[src/rtl/conv_pass_scheduler_if.sv]
// ============================================================================
// Module   : conv_pass_scheduler_if
// Desc     : Host/PE handshake bundle for the convolution pass scheduler.
//            The slave side is the scheduler; the master side is whatever
//            drives job requests and reports buffer/PE status.
// Revision : 1.0 - initial release
// ============================================================================
`default_nettype none

interface conv_pass_scheduler_if #(
    parameter int TILE_W = 8
);
    // host request and control
    logic              start;
    logic              abort;
    logic [1:0]        cfg_ci;
    logic [1:0]        cfg_co;
    logic [TILE_W-1:0] cfg_tiles;

    // buffer and PE status
    logic              ifm_buf_ready;
    logic              wgt_buf_ready;
    logic              pass_done;
    logic              end_conv;

    // scheduler outputs
    logic [1:0]        pe_cfg_ci;
    logic [1:0]        pe_cfg_co;
    logic              start_conv;
    logic              start_again;
    logic              buf_release;
    logic [TILE_W-1:0] tile_idx;
    logic [1:0]        co_idx;
    logic              busy;
    logic              done;
    logic              err;

    modport master (
        output start, abort, cfg_ci, cfg_co, cfg_tiles,
        output ifm_buf_ready, wgt_buf_ready, pass_done, end_conv,
        input  pe_cfg_ci, pe_cfg_co, start_conv, start_again, buf_release,
        input  tile_idx, co_idx, busy, done, err
    );

    modport slave (
        input  start, abort, cfg_ci, cfg_co, cfg_tiles,
        input  ifm_buf_ready, wgt_buf_ready, pass_done, end_conv,
        output pe_cfg_ci, pe_cfg_co, start_conv, start_again, buf_release,
        output tile_idx, co_idx, busy, done, err
    );
endinterface

`default_nettype wire

[src/rtl/conv_pass_scheduler.sv]
// ============================================================================
// Module   : conv_pass_scheduler
// Desc     : Job-level sequencer in front of the PE control FSM. Issues one
//            configuration pulse per job, one launch pulse per output-channel
//            pass (gated on buffer readiness) and a final flush launch, then
//            waits for the PE to finish. Includes a pass/finish watchdog and
//            a synchronous abort.
// Revision : 1.0 - initial release
// ============================================================================
`default_nettype none

module conv_pass_scheduler #(
    parameter int TILE_W      = 8,
    parameter int TIMEOUT_CYC = 4096,
    parameter int WD_W        = 13
) (
    input  wire logic            clk,
    input  wire logic            rst_n,
    conv_pass_scheduler_if.slave sched
);

    // The watchdog trips on the cycle whose increment would reach TIMEOUT_CYC.
    localparam logic [WD_W-1:0] WD_LAST = WD_W'(TIMEOUT_CYC - 1);

    typedef enum logic [3:0] {
        IDLE     = 4'd0,
        CFG      = 4'd1,
        WAIT_BUF = 4'd2,
        ISSUE    = 4'd3,
        RUN      = 4'd4,
        FLUSH    = 4'd5,
        WAIT_END = 4'd6,
        DONE     = 4'd7,
        ERR      = 4'd8
    } state_t;

    state_t            state;
    state_t            state_nxt;

    // job context latched at acceptance
    logic [1:0]        ci_hold;
    logic [1:0]        co_hold;
    logic [TILE_W-1:0] tiles_last;

    // progress and supervision
    logic [TILE_W-1:0] tile_cnt;
    logic [1:0]        co_cnt;
    logic [WD_W-1:0]   wd;
    logic              err_flag;

    // registered pulse/level outputs
    logic              start_conv_q;
    logic              start_again_q;
    logic              buf_release_q;
    logic              busy_q;
    logic              done_q;

    // decoded events
    logic              take_job;
    logic              take_empty;
    logic              pass_ack;
    logic              last_pass;
    logic              wd_expired;

    // Event decode and next-state selection; abort overrides everything.
    always_comb begin
        state_nxt  = state;
        take_job   = 1'b0;
        take_empty = 1'b0;
        pass_ack   = 1'b0;
        // tiles_last is cfg_tiles-1 captured at acceptance, so a full-range
        // tile count never needs a wider compare.
        last_pass  = (tile_cnt == tiles_last) && (co_cnt == co_hold);
        wd_expired = (wd == WD_LAST);

        if (sched.abort) begin
            state_nxt = IDLE;
        end else begin
            case (state)
                IDLE: begin
                    if (sched.start) begin
                        if (sched.cfg_tiles == '0) begin
                            take_empty = 1'b1;
                            state_nxt  = DONE;
                        end else begin
                            take_job  = 1'b1;
                            state_nxt = CFG;
                        end
                    end
                end
                CFG:      state_nxt = WAIT_BUF;
                WAIT_BUF: begin
                    if (sched.ifm_buf_ready && sched.wgt_buf_ready) begin
                        state_nxt = ISSUE;
                    end
                end
                ISSUE:    state_nxt = RUN;
                RUN: begin
                    // pass_done beats a simultaneous watchdog expiry
                    if (sched.pass_done) begin
                        pass_ack  = 1'b1;
                        state_nxt = last_pass ? FLUSH : WAIT_BUF;
                    end else if (wd_expired) begin
                        state_nxt = ERR;
                    end
                end
                FLUSH:    state_nxt = WAIT_END;
                WAIT_END: begin
                    if (sched.end_conv) begin
                        state_nxt = DONE;
                    end else if (wd_expired) begin
                        state_nxt = ERR;
                    end
                end
                DONE:     state_nxt = IDLE;
                ERR:      state_nxt = IDLE;
                default:  state_nxt = IDLE;
            endcase
        end
    end

    // State register.
    always_ff @(posedge clk or negedge rst_n) begin
        if (!rst_n) begin
            state <= IDLE;
        end else begin
            state <= state_nxt;
        end
    end

    // Outputs are registered from the next state so they line up with it.
    always_ff @(posedge clk or negedge rst_n) begin
        if (!rst_n) begin
            start_conv_q  <= 1'b0;
            start_again_q <= 1'b0;
            buf_release_q <= 1'b0;
            busy_q        <= 1'b0;
            done_q        <= 1'b0;
        end else begin
            start_conv_q  <= (state_nxt == CFG);
            start_again_q <= (state_nxt == ISSUE) || (state_nxt == FLUSH);
            buf_release_q <= pass_ack;
            busy_q        <= (state_nxt != IDLE);
            done_q        <= (state_nxt == DONE);
        end
    end

    // Job context capture and tile/pass progress tracking.
    always_ff @(posedge clk or negedge rst_n) begin
        if (!rst_n) begin
            ci_hold    <= 2'd0;
            co_hold    <= 2'd0;
            tiles_last <= '0;
            tile_cnt   <= '0;
            co_cnt     <= 2'd0;
        end else if (take_job) begin
            ci_hold    <= sched.cfg_ci;
            co_hold    <= sched.cfg_co;
            tiles_last <= sched.cfg_tiles - TILE_W'(1);
            tile_cnt   <= '0;
            co_cnt     <= 2'd0;
        end else if (pass_ack && !last_pass) begin
            // the final pass leaves the indices on the last (tile, co) pair
            if (co_cnt == co_hold) begin
                co_cnt   <= 2'd0;
                tile_cnt <= tile_cnt + TILE_W'(1);
            end else begin
                co_cnt   <= co_cnt + 2'd1;
            end
        end
    end

    // Watchdog: cleared on each launch, counts while waiting on the PE.
    always_ff @(posedge clk or negedge rst_n) begin
        if (!rst_n) begin
            wd <= '0;
        end else begin
            case (state)
                ISSUE, FLUSH:  wd <= '0;
                RUN, WAIT_END: wd <= wd + WD_W'(1);
                default:       wd <= wd;
            endcase
        end
    end

    // Sticky error: set on leaving ERR, cleared by the next accepted start.
    always_ff @(posedge clk or negedge rst_n) begin
        if (!rst_n) begin
            err_flag <= 1'b0;
        end else if ((state == ERR) && !sched.abort) begin
            err_flag <= 1'b1;
        end else if (take_job || take_empty) begin
            err_flag <= 1'b0;
        end
    end

    assign sched.pe_cfg_ci   = ci_hold;
    assign sched.pe_cfg_co   = co_hold;
    assign sched.start_conv  = start_conv_q;
    assign sched.start_again = start_again_q;
    assign sched.buf_release = buf_release_q;
    assign sched.tile_idx    = tile_cnt;
    assign sched.co_idx      = co_cnt;
    assign sched.busy        = busy_q;
    assign sched.done        = done_q;
    assign sched.err         = err_flag;

endmodule

`default_nettype wire
[src/flat_wrapper.sv]
// flat-port wrapper written by rule: the top's interface ports become plain ports
module conv_pass_scheduler_flat 
#(
    parameter int TILE_W      = 8,
    parameter int TIMEOUT_CYC = 4096,
    parameter int WD_W        = 13
)
  (clk, rst_n, sched_start, sched_abort, sched_cfg_ci, sched_cfg_co, sched_cfg_tiles, sched_ifm_buf_ready, sched_wgt_buf_ready, sched_pass_done, sched_end_conv, sched_pe_cfg_ci, sched_pe_cfg_co, sched_start_conv, sched_start_again, sched_buf_release, sched_tile_idx, sched_co_idx, sched_busy, sched_done, sched_err);
  conv_pass_scheduler_if #(.TILE_W(TILE_W)) sched_i ();
  input  wire logic clk;
  input  wire logic rst_n;
  input wire logic [$bits(sched_i.start)-1:0] sched_start;
  input wire logic [$bits(sched_i.abort)-1:0] sched_abort;
  input wire logic [$bits(sched_i.cfg_ci)-1:0] sched_cfg_ci;
  input wire logic [$bits(sched_i.cfg_co)-1:0] sched_cfg_co;
  input wire logic [$bits(sched_i.cfg_tiles)-1:0] sched_cfg_tiles;
  input wire logic [$bits(sched_i.ifm_buf_ready)-1:0] sched_ifm_buf_ready;
  input wire logic [$bits(sched_i.wgt_buf_ready)-1:0] sched_wgt_buf_ready;
  input wire logic [$bits(sched_i.pass_done)-1:0] sched_pass_done;
  input wire logic [$bits(sched_i.end_conv)-1:0] sched_end_conv;
  output wire logic [$bits(sched_i.pe_cfg_ci)-1:0] sched_pe_cfg_ci;
  output wire logic [$bits(sched_i.pe_cfg_co)-1:0] sched_pe_cfg_co;
  output wire logic [$bits(sched_i.start_conv)-1:0] sched_start_conv;
  output wire logic [$bits(sched_i.start_again)-1:0] sched_start_again;
  output wire logic [$bits(sched_i.buf_release)-1:0] sched_buf_release;
  output wire logic [$bits(sched_i.tile_idx)-1:0] sched_tile_idx;
  output wire logic [$bits(sched_i.co_idx)-1:0] sched_co_idx;
  output wire logic [$bits(sched_i.busy)-1:0] sched_busy;
  output wire logic [$bits(sched_i.done)-1:0] sched_done;
  output wire logic [$bits(sched_i.err)-1:0] sched_err;
  assign sched_i.start = sched_start;
  assign sched_i.abort = sched_abort;
  assign sched_i.cfg_ci = sched_cfg_ci;
  assign sched_i.cfg_co = sched_cfg_co;
  assign sched_i.cfg_tiles = sched_cfg_tiles;
  assign sched_i.ifm_buf_ready = sched_ifm_buf_ready;
  assign sched_i.wgt_buf_ready = sched_wgt_buf_ready;
  assign sched_i.pass_done = sched_pass_done;
  assign sched_i.end_conv = sched_end_conv;
  assign sched_pe_cfg_ci = sched_i.pe_cfg_ci;
  assign sched_pe_cfg_co = sched_i.pe_cfg_co;
  assign sched_start_conv = sched_i.start_conv;
  assign sched_start_again = sched_i.start_again;
  assign sched_buf_release = sched_i.buf_release;
  assign sched_tile_idx = sched_i.tile_idx;
  assign sched_co_idx = sched_i.co_idx;
  assign sched_busy = sched_i.busy;
  assign sched_done = sched_i.done;
  assign sched_err = sched_i.err;
  conv_pass_scheduler #(.TILE_W(TILE_W), .TIMEOUT_CYC(TIMEOUT_CYC), .WD_W(WD_W)) u_core (.clk(clk), .rst_n(rst_n), .sched(sched_i));
endmodule
[config.mk]
export PLATFORM = sky130hd
export DESIGN_NAME = conv_pass_scheduler_flat
export DESIGN_NICKNAME = d
export VERILOG_FILES = /design/src/rtl/conv_pass_scheduler_if.sv /design/src/rtl/conv_pass_scheduler.sv /design/src/flat_wrapper.sv
export SDC_FILE = /design/constraint.sdc
export NUM_CORES = 1
export LEC_CHECK = 0
export ABC_CLOCK_PERIOD_IN_PS = 2950
export CAP_MARGIN = 15
export CORE_MARGIN = 2
export CORE_UTILIZATION = 53
export DETAILED_ROUTE_END_ITERATION = 8
export PLACE_DENSITY = 0.79
export SETUP_SLACK_MARGIN = 0.5
export SKIP_CTS_REPAIR_TIMING = 1
export SLEW_MARGIN = 0
export SYNTH_ARGS = -nofsm -noshare
export SYNTH_HDL_FRONTEND = slang
export SYNTH_SLANG_ARGS = --single-unit
[constraint.sdc]
create_clock -name clk -period 2.95 [get_ports clk]
set_clock_uncertainty 0.05 [all_clocks]
set_input_delay 0.295 -clock clk [delete_from_list [all_inputs] [get_ports clk]]
set_output_delay 0.295 -clock clk [all_outputs]
set_load 0.03 [all_outputs]
==> results_dict.tcl, run 1 <==
set metrics [dict create \
    netlist_top_cells_count "dfrtp_1 (45), nand2_1 (23), nor2_1 (22)" \
    numCtsBuffers 5 \
    synth_cells 243 \
    yosysMostFrequentCell "dfrtp_1" \
    synth.distinct_cells 50 \
    antenna_cells 0 \
    clockRootBuffer "clkbuf_8" \
    fin_crit_ns 2.479 \
    min_path_type "in -> async" \
    yosysTopAreaCell "dfrtp_1" \
    initial_utilization_pct 54.08 \
    critPathKind "reg -> reg" \
    cp-start-kind "register" \
    yosys_register_bits 45 \
    synthTopCellsByArea "dfrtp_1 (45%), xor2_1 (5.9%), mux2_4 (4.2%)" \
    vias 2070 \
    place.gp.congestion 0.8358 \
    synth_xor_area_share_pct 8.046 \
    num_rows 25 \
    period_share_pct 84.03 \
    cp_slowest_cell "dfrtp_2" \
    syn2layout_area_growth_pct 30.73 \
    firstDrtPassIters 4 \
    maxSlewViolCount 0 \
    grt-ovfl-total 0 \
    ys_warn_count 0 \
    instances_no_fill 358 \
    place_area_um2 2950 \
    grt_pass1_vias 1856 \
    fmax_ghz 0.4034 \
    p_per_area_nw_per_um2 595.7 \
    synth_compound_area_share_pct 10.19 \
    status "finished, final reports clean" \
    crit_path_cell_trace "xor2_2 -> nor4_4 -> nand4_1 -> a21oi_2 -> nor3b_4 -> clkbuf_16 -> mux2_4" \
    arrival_ns 2.62 \
    path_clk_slew_ns 0.08 \
    required_ns 3.09 \
    dp_hpwl_um 3633 \
    synth_top_family_by_area "simple AND/OR/NAND/NOR gates" \
    hold_viol_final 0 \
    seq_area_frac_synth_pct 44.98 \
    async_reset_ff_share_pct 100.0 \
    finalInstanceArea_um2 3273 \
    final.setup.tns_ns 0 \
    syn-cell-area_um2 2504 \
    drtAntennaViolNets 0 \
    num-nets-final 326 \
    antenna_found_initial 0 \
    syn_avg_cell_area_um2 10.30 \
    p_leak_uw 0.001430 \
    viasPerCell 5.782 \
    wl_per_cell_um 16.84 \
    synth_ff_type "dfrtp_1" \
    drive_above_1_share_pct 23.03 \
    dpl.cell_count 331 \
    coreArea_um2 4629 \
    track_usage_pct 20.81 \
    rsz0062_at_grt "yes" \
    endpoint_kind "register" \
    cpPeakStageDelay_ns 0.46 \
    setup_viol 0 \
    muxShareOfSynthArea_pct 7.596 \
    cts_max_level 2 \
    tightest_slew_ns 1.003 \
    fin_hold_ws_ns 0.09413 \
    routed_wl_um 6027 \
    grt_pass1_wl_um 8507 \
    synth_top_area_share_pct 44.98 \
    io_buffers 39 \
    relSlewSlack_pct 33.14 \
    die-area_um2 5290 \
    clock_path_buffers 2 \
    drt_iter0_drc 127 \
    synth-simple-area-share_pct 24.34 \
    cts.sinks 45 \
    synthAdderAreaFrac_pct 1.499 \
    ioPinCount 40 \
    grt_max_degree 46 \
    synth-edff-count 0 \
    post-route-drc-count 0 \
    fp.dieW_um 72.73 \
    fp.dieH_um 72.73 \
    insertion_delay_ns 0.30 \
    synth_nets 266 \
    n_fill_cell 338 \
    crit_fanout 6 \
    power.total_uw 1950 \
    cap_violations 0 \
    tritoncts "done" \
    vdd_drop_max_uv 382.1 \
]
final cells by class:
cell class	count	area, um^2	share of cell area [%]
multi-input combinational	182	1351	41.28
sequential	45	1139	34.79
timing repair buffer	61	603.1	18.43
clock buffer	6	72.57	2.217
tap	54	67.56	2.064
inverter	8	30.03	0.9174
clock inverter	2	10.01	0.3058
final timing paths:
check	start	to	slack (ns)	depth (start not counted)
max	u_core.sched.tile_idx[0]	u_core.tiles_last[3]	0.47	7
max reg2reg	u_core.sched.tile_idx[0]	u_core.tiles_last[3]	0.47	7
max in group asynchronous	rst_n	u_core.wd[3]	2.05	1
min in group clk	sched_cfg_tiles[0]	u_core.tiles_last[0]	0.39	3
min	rst_n	u_core.sched.tile_idx[5]	0.09	1
min reg2reg	u_core.wd[11]	u_core.wd[11]	0.44	1
registers in the layout (all words and copies together), names as in the netlist:
register / count
u_core.sched.buf_release: 1
u_core.sched.busy: 1
u_core.sched.co_idx: 2
u_core.sched.done: 1
u_core.sched.err: 1
u_core.sched.pe_cfg_ci: 2
u_core.sched.pe_cfg_co: 2
u_core.sched.start_again: 1
u_core.sched.start_conv: 1
u_core.sched.tile_idx: 8
u_core.state: 4
u_core.tiles_last: 8
u_core.wd: 13
cell families after synthesis:
family | after synthesis
AND/OR/NAND/NOR | 104
flip-flops | 45
AO/OA/AOI/OAI | 37
XOR/XNOR | 23
buffers and inverters | 16
multiplexers | 15
adder cells (fa/ha/maj) | 3
power by group:
| group | total, uW | switching (uW) | internal (uW) | leakage (uW) |
|---|---|---|---|---|
| Combinational | 727 | 350 | 377 | 0.000808 |
| Clock | 376 | 212 | 165 | 0.0000450 |
| Sequential | 846 | 114 | 732 | 0.000578 |
per-layer routing:
| layer | up-vias | global-route usage (%) | wire (um) |
|---|---|---|---|
| li1 | 988 | - | - |
| met1 | 1002 | 26.98 | 2572 |
| met2 | 64 | 33.94 | 3009 |
| met3 | 16 | 5.110 | 283 |
| met4 | 0 | 7.407 | 162 |
| met5 | - | 0 | 0 |
placed cells by master (no fill, tap or decap), drive strengths merged, types with 4 or more instances in the layout:
cell type / n
o21ai: 14
a31oi: 4
mux2i: 4
nand2: 23
nor4: 8
a21oi: 6
nand4: 8
xor2: 17
clkdlybuf4s50: 36
buf: 21
nor2: 23
clkbuf: 8
mux2: 11
dfrtp: 45
inv: 8
xnor2: 6
nor3: 5
nand3: 15
worst max-delay path, delay by kind of cell, from the launching register on:
family / cells / cell delay (ns)
buffers and inverters: 1 / 0.23
xor gates and xnor gates: 1 / 0.17
and+or+nand+nor: 3 / 0.95
DFF: 1 / 0.46
AOI/OAI and AO/OA: 1 / 0.22
muxes: 1 / 0.29
through the flow:
| stage | setup WS, ns | utilization [%] |
|---|---|---|
| final | 0.4712 | 70.70 |
| after detailed placement | 0.08234 | 63.73 |
| after floorplan | 0.5100 | - |
| after CTS | 0.3271 | 65.51 |
| after global routing | 0.3407 | 70.70 |
| after global placement | 0.1419 | 63.73 |
No activity file was read; power rests on OpenSTA's default activity.
==> run 2, diff against run 1 <==
ABC_CLOCK_PERIOD_IN_PS = 2200   (was 2950)
CORE_UTILIZATION = 48   (was 53)
PLACE_DENSITY = 0.76   (was 0.79)
clock period = 2.2 ns   (was 2.95 ns; I/O delays follow)
==> results_dict.tcl, run 2 (synthesis gave the netlist of run 1 again) <==
set metrics [dict create \
    status "complete, but fails checks" \
    violations "setup timing" \
    min_path_type "in -> async" \
    insertion_delay_ns 0.30 \
    crit_path_cell_trace "xor2_2 -> nor4_4 -> nand4_1 -> a21oi_2 -> nor3b_4 -> clkbuf_16 -> mux2_4" \
    arrival_ns 2.62 \
    num_rows 26 \
    crit_path_start "u_core.tiles_last[7]" \
    relSlewSlack_pct 63.82 \
    worst_slack_ns -0.2723 \
    ioPinCount 40 \
    coreArea_um2 5075 \
    clockRootBuffer "clkbuf_8" \
    track_usage_pct 22.38 \
    hold_viol_final 0 \
    final_cell_mix "buf_4 (67), dfrtp_1 (34), clkdlybuf4s50_1 (24), nand2_1 (23), nor2_1 (18)" \
    finalInstanceArea_um2 3884 \
    cp-start-kind "register" \
    place.gp.congestion 0.8401 \
    period_share_pct 112.4 \
    rsz0062_at_grt "yes" \
    drt_iter0_drc 148 \
    p_per_area_nw_per_um2 774.8 \
    final.setup.tns_ns -5.208 \
    setup_viol 25 \
    fin_crit_ns 2.472 \
    path_delay_family "simple AND/OR/NAND/NOR gates" \
    fmax_ghz 0.4045 \
    power.total_uw 3009 \
    grt-ovfl-total 0 \
    p_leak_uw 0.001912 \
    fp.dieW_um 76.22 \
    cts_max_level 2 \
    place_area_um2 3481 \
    r2r-start "u_core.tiles_last[7]" \
    vdd_drop_max_uv 525.8 \
    firstDrtPassIters 4 \
    tritoncts "done" \
    syn2layout_area_growth_pct 55.12 \
    critPathKind "reg -> reg" \
    initial_utilization_pct 49.33 \
    mostFrequentLayoutCell "buf_4" \
    wl_per_cell_um 17.41 \
    required_ns 2.35 \
    cpPeakStageDelay_ns 0.43 \
    n_fill_cell 338 \
    largest_reg_flops 13 \
    path_clk_slew_ns 0.09 \
    routed_wl_um 7451 \
    fin_hold_ws_ns 0.2773 \
    antenna_found_initial 0 \
    num-nets-final 380 \
    critical_path_buf_inv_count 1 \
    io_buffers 39 \
    dpl.cell_count 406 \
    viasPerCell 5.488 \
    clock_path_buffers 2 \
    cap_violations 0 \
    antenna_cells 0 \
    cp_slowest_cell "dfrtp_1" \
    grt_max_degree 21 \
    vias 2349 \
    drtAntennaViolNets 0 \
    fp.dieH_um 76.22 \
    largest_register "u_core.wd" \
    crit_fanout 7 \
    cts.sinks 45 \
    seqCellArea_um2 1140 \
    multiInputGateArea_um2 1464 \
    drive_above_1_share_pct 40.22 \
    dp_hpwl_um 4772 \
    tightest_slew_ns 0.5417 \
    numCtsBuffers 5 \
    post-route-drc-count 0 \
    die-area_um2 5809 \
    instances_no_fill 428 \
    grt_pass1_vias 2282 \
    maxSlewViolCount 0 \
    endpoint_kind "register" \
    grt_pass1_wl_um 10440 \
]
## run 2: worst register-to-register path, delay by kind of cell (launching register included)
| kind | cells | cell delay [ns] |
|---|---|---|
| simple gates | 3 | 0.96 |
| flops | 1 | 0.43 |
| mux | 1 | 0.29 |
| buf+inv | 1 | 0.22 |
| xor+xnor | 1 | 0.21 |
| compound gates | 1 | 0.20 |
## run 2: per-layer routing
metal | share of wire (%) | global-route usage, % | routed length, um
met1 | 42 | 28.19 | 3133
met2 | 50 | 39.38 | 3742
met3 | 5.1 | 4.147 | 381
met4 | 2.6 | 6.364 | 193
met5 | 0 | 0 | 0
## run 2: final timing paths
kind                                            end  slack, ns  cells after the start
setup / recovery               u_core.tiles_last[5]      -0.27                      7
hold / removal                         u_core.wd[3]       0.28                      2
setup reg to reg               u_core.tiles_last[5]      -0.27                      7
hold reg to reg                       u_core.wd[11]       0.44                      1
max in group asynchronous  u_core.sched.tile_idx[2]       1.21                      3
min in group clk               u_core.tiles_last[1]       0.28                      4
## run 2: power breakdown
group          internal [uW]  switching, uW  total [uW]
clock network            371            285         656
registers                983            150        1130
logic                    634            587        1220
total                   1990           1020        3010
## run 2: cell type report
cell class	count	share of cell area [%]
Clock buffer	7	2.223
Timing Repair Buffer	115	26.93
Sequential cell	45	29.35
Inverter	8	0.7732
Tap cell	70	2.255
Clock inverter	1	0.7732
Multi-Input combinational cell	182	37.69
## run 2: stage by stage
stage | utilization [%] | setup WS [ns]
global route | 76.53 | -0.3368
CTS | 70.88 | -0.2213
finish | 76.53 | -0.2723
detailed placement | 68.59 | -0.4760
global placement | 68.59 | -0.4236
floorplan | - | -0.2124
==> run 3, diff against run 2 <==
CELL_PAD_IN_SITES_DETAIL_PLACEMENT = 0   (was unset)
CELL_PAD_IN_SITES_GLOBAL_PLACEMENT = 1   (was unset)
CORE_UTILIZATION = 38   (was 48)
MAX_ROUTING_LAYER = met4   (was unset)
PLACE_DENSITY = unset   (was 0.76)
PLACE_DENSITY_LB_ADDON = 0.1   (was unset)
==> results_dict.tcl, run 3 (synthesis gave the netlist of run 1 again) <==
set metrics [dict create \
    crit_fanout 7 \
    status "complete, but fails checks" \
    initial_utilization_pct 39.43 \
    rsz0062_at_grt "yes" \
    post-route-drc-count 0 \
    relSlewSlack_pct 69.58 \
    grt_pass1_vias 2125 \
    fmax_ghz 0.4226 \
    dp_hpwl_um 4700 \
    required_ns 2.33 \
    viasPerCell 5.043 \
    cp-start-kind "register" \
    numCtsBuffers 5 \
    final_cell_mix "buf_4 (73), dfrtp_1 (34), clkdlybuf4s50_1 (24), nand2_1 (23), nor2_1 (18)" \
    insertion_delay_ns 0.30 \
    switching_share_pct 31.99 \
    vdd_drop_max_uv 498.9 \
    internal_power_uw 2024 \
    die-area_um2 7254 \
    multiInputGateArea_um2 1475 \
    coreArea_um2 6350 \
    clock_path_buffers 2 \
    antenna_cells 0 \
    comb_power_share_pct 40.7 \
    mostFrequentLayoutCell "buf_4" \
    n_fill_cell 563 \
    track_usage_pct 18.27 \
    grt_max_degree 21 \
    largest_register "u_core.wd" \
    routed_wl_um 6410 \
    worst_slack_ns -0.1662 \
    drtAntennaViolNets 0 \
    tritoncts "done" \
    maxSlewViolCount 0 \
    p_per_area_nw_per_um2 758.0 \
    vias 2214 \
    grt_pass1_wl_um 10140 \
    endpoint_kind "register" \
    wl_per_cell_um 14.60 \
    setup_viol 24 \
    dpl.cell_count 418 \
    arrival_ns 2.50 \
    period_share_pct 107.6 \
    num_rows 29 \
    num-nets-final 384 \
    place_ws_ns -0.4897 \
    r2r_slack_ns -0.17 \
    clkPwrFrac_pct 21.9 \
    seqCellArea_um2 1140 \
    tightest_slew_ns 0.4501 \
    grt-ovfl-total 0 \
    place.gp.congestion 0.8326 \
    drt_iter0_drc 122 \
    critPathKind "reg -> reg" \
    drive_above_1_share_pct 40.33 \
    largest_reg_flops 13 \
    cap_violations 0 \
    cts.sinks 45 \
    fp.dieH_um 85.17 \
    violations "setup timing" \
    firstDrtPassIters 4 \
    path_clk_slew_ns 0.09 \
    antenna_found_initial 0 \
    power_frac_seq_pct 37.4 \
    fin_hold_ws_ns 0.2736 \
    syn2layout_area_growth_pct 56.82 \
    fp.dieW_um 85.17 \
    instances_no_fill 439 \
    min_path_type "in -> reg" \
    final_util_pct 61.83 \
    p_sw_uw 952.2 \
    ioPinCount 40 \
    clockRootBuffer "clkbuf_8" \
    io_buffers 39 \
    cts_max_level 2 \
    fin_crit_ns 2.366 \
    hold_viol_final 0 \
    p_leak_uw 0.001945 \
]
run 3: layout make-up:
class,count,area share (%)
multi-input cells,182,37.57
flip-flops and latches,45,29.03
inverters,8,0.7648
clock buffers,7,2.199
clock inverters,1,0.7648
repair buffers,119,27.21
well taps,77,2.454
run 3: final timing paths:
kind,from,end,cells after the start
worst max-delay path,u_core.state[3],u_core.sched.pe_cfg_ci[1],7
worst min-delay path,sched_cfg_tiles[0],u_core.tiles_last[0],3
worst max register to register,u_core.state[3],u_core.sched.pe_cfg_ci[1],7
worst min register to register,u_core.wd[11],u_core.wd[11],1
max in group asynchronous,rst_n,u_core.sched.tile_idx[5],3
min in group asynchronous,rst_n,u_core.wd[9],2
run 3: power by group through the flow:
stage               sequential, uW  clock (uW)  combinational (uW)
floorplan                     1230           0                 512
global placement              1130           0                1090
detailed placement            1130           0                1110
CTS                           1110         671                1110
global route                  1140         708                1300
finish                        1110         652                1210
run 3: layer usage:
metal | track usage [%] | up-vias | routed length [um]
met5 | - | - | 0
met4 | 5.916 | 0 | 99
met3 | 3.016 | 8 | 227
met2 | 26.63 | 43 | 2967
met1 | 25.97 | 1065 | 3115
li1 | - | 1098 | -
run 3: worst max-delay path, cell delays in order, from the launching register on:
cell,delay [ns]
dfrtp_1,0.39
or3b_4,0.45
nor2_4,0.13
nand4_1,0.19
a21oi_2,0.20
nor3b_4,0.32
clkbuf_16,0.22
mux2_4,0.29
run 3: stage by stage:
stage | cell area [um^2] | TNS [ns] | power [uW]
2_1_floorplan | 2610 | -2.712 | 1738
3_3_place_gp | 3527 | -8.799 | 2215
3_5_place_dp | 3527 | -10.25 | 2237
4_1_cts | 3643 | -4.129 | 2897
5_1_grt | 3926 | -5.212 | 3143
6_report | 3926 | -2.635 | 2976
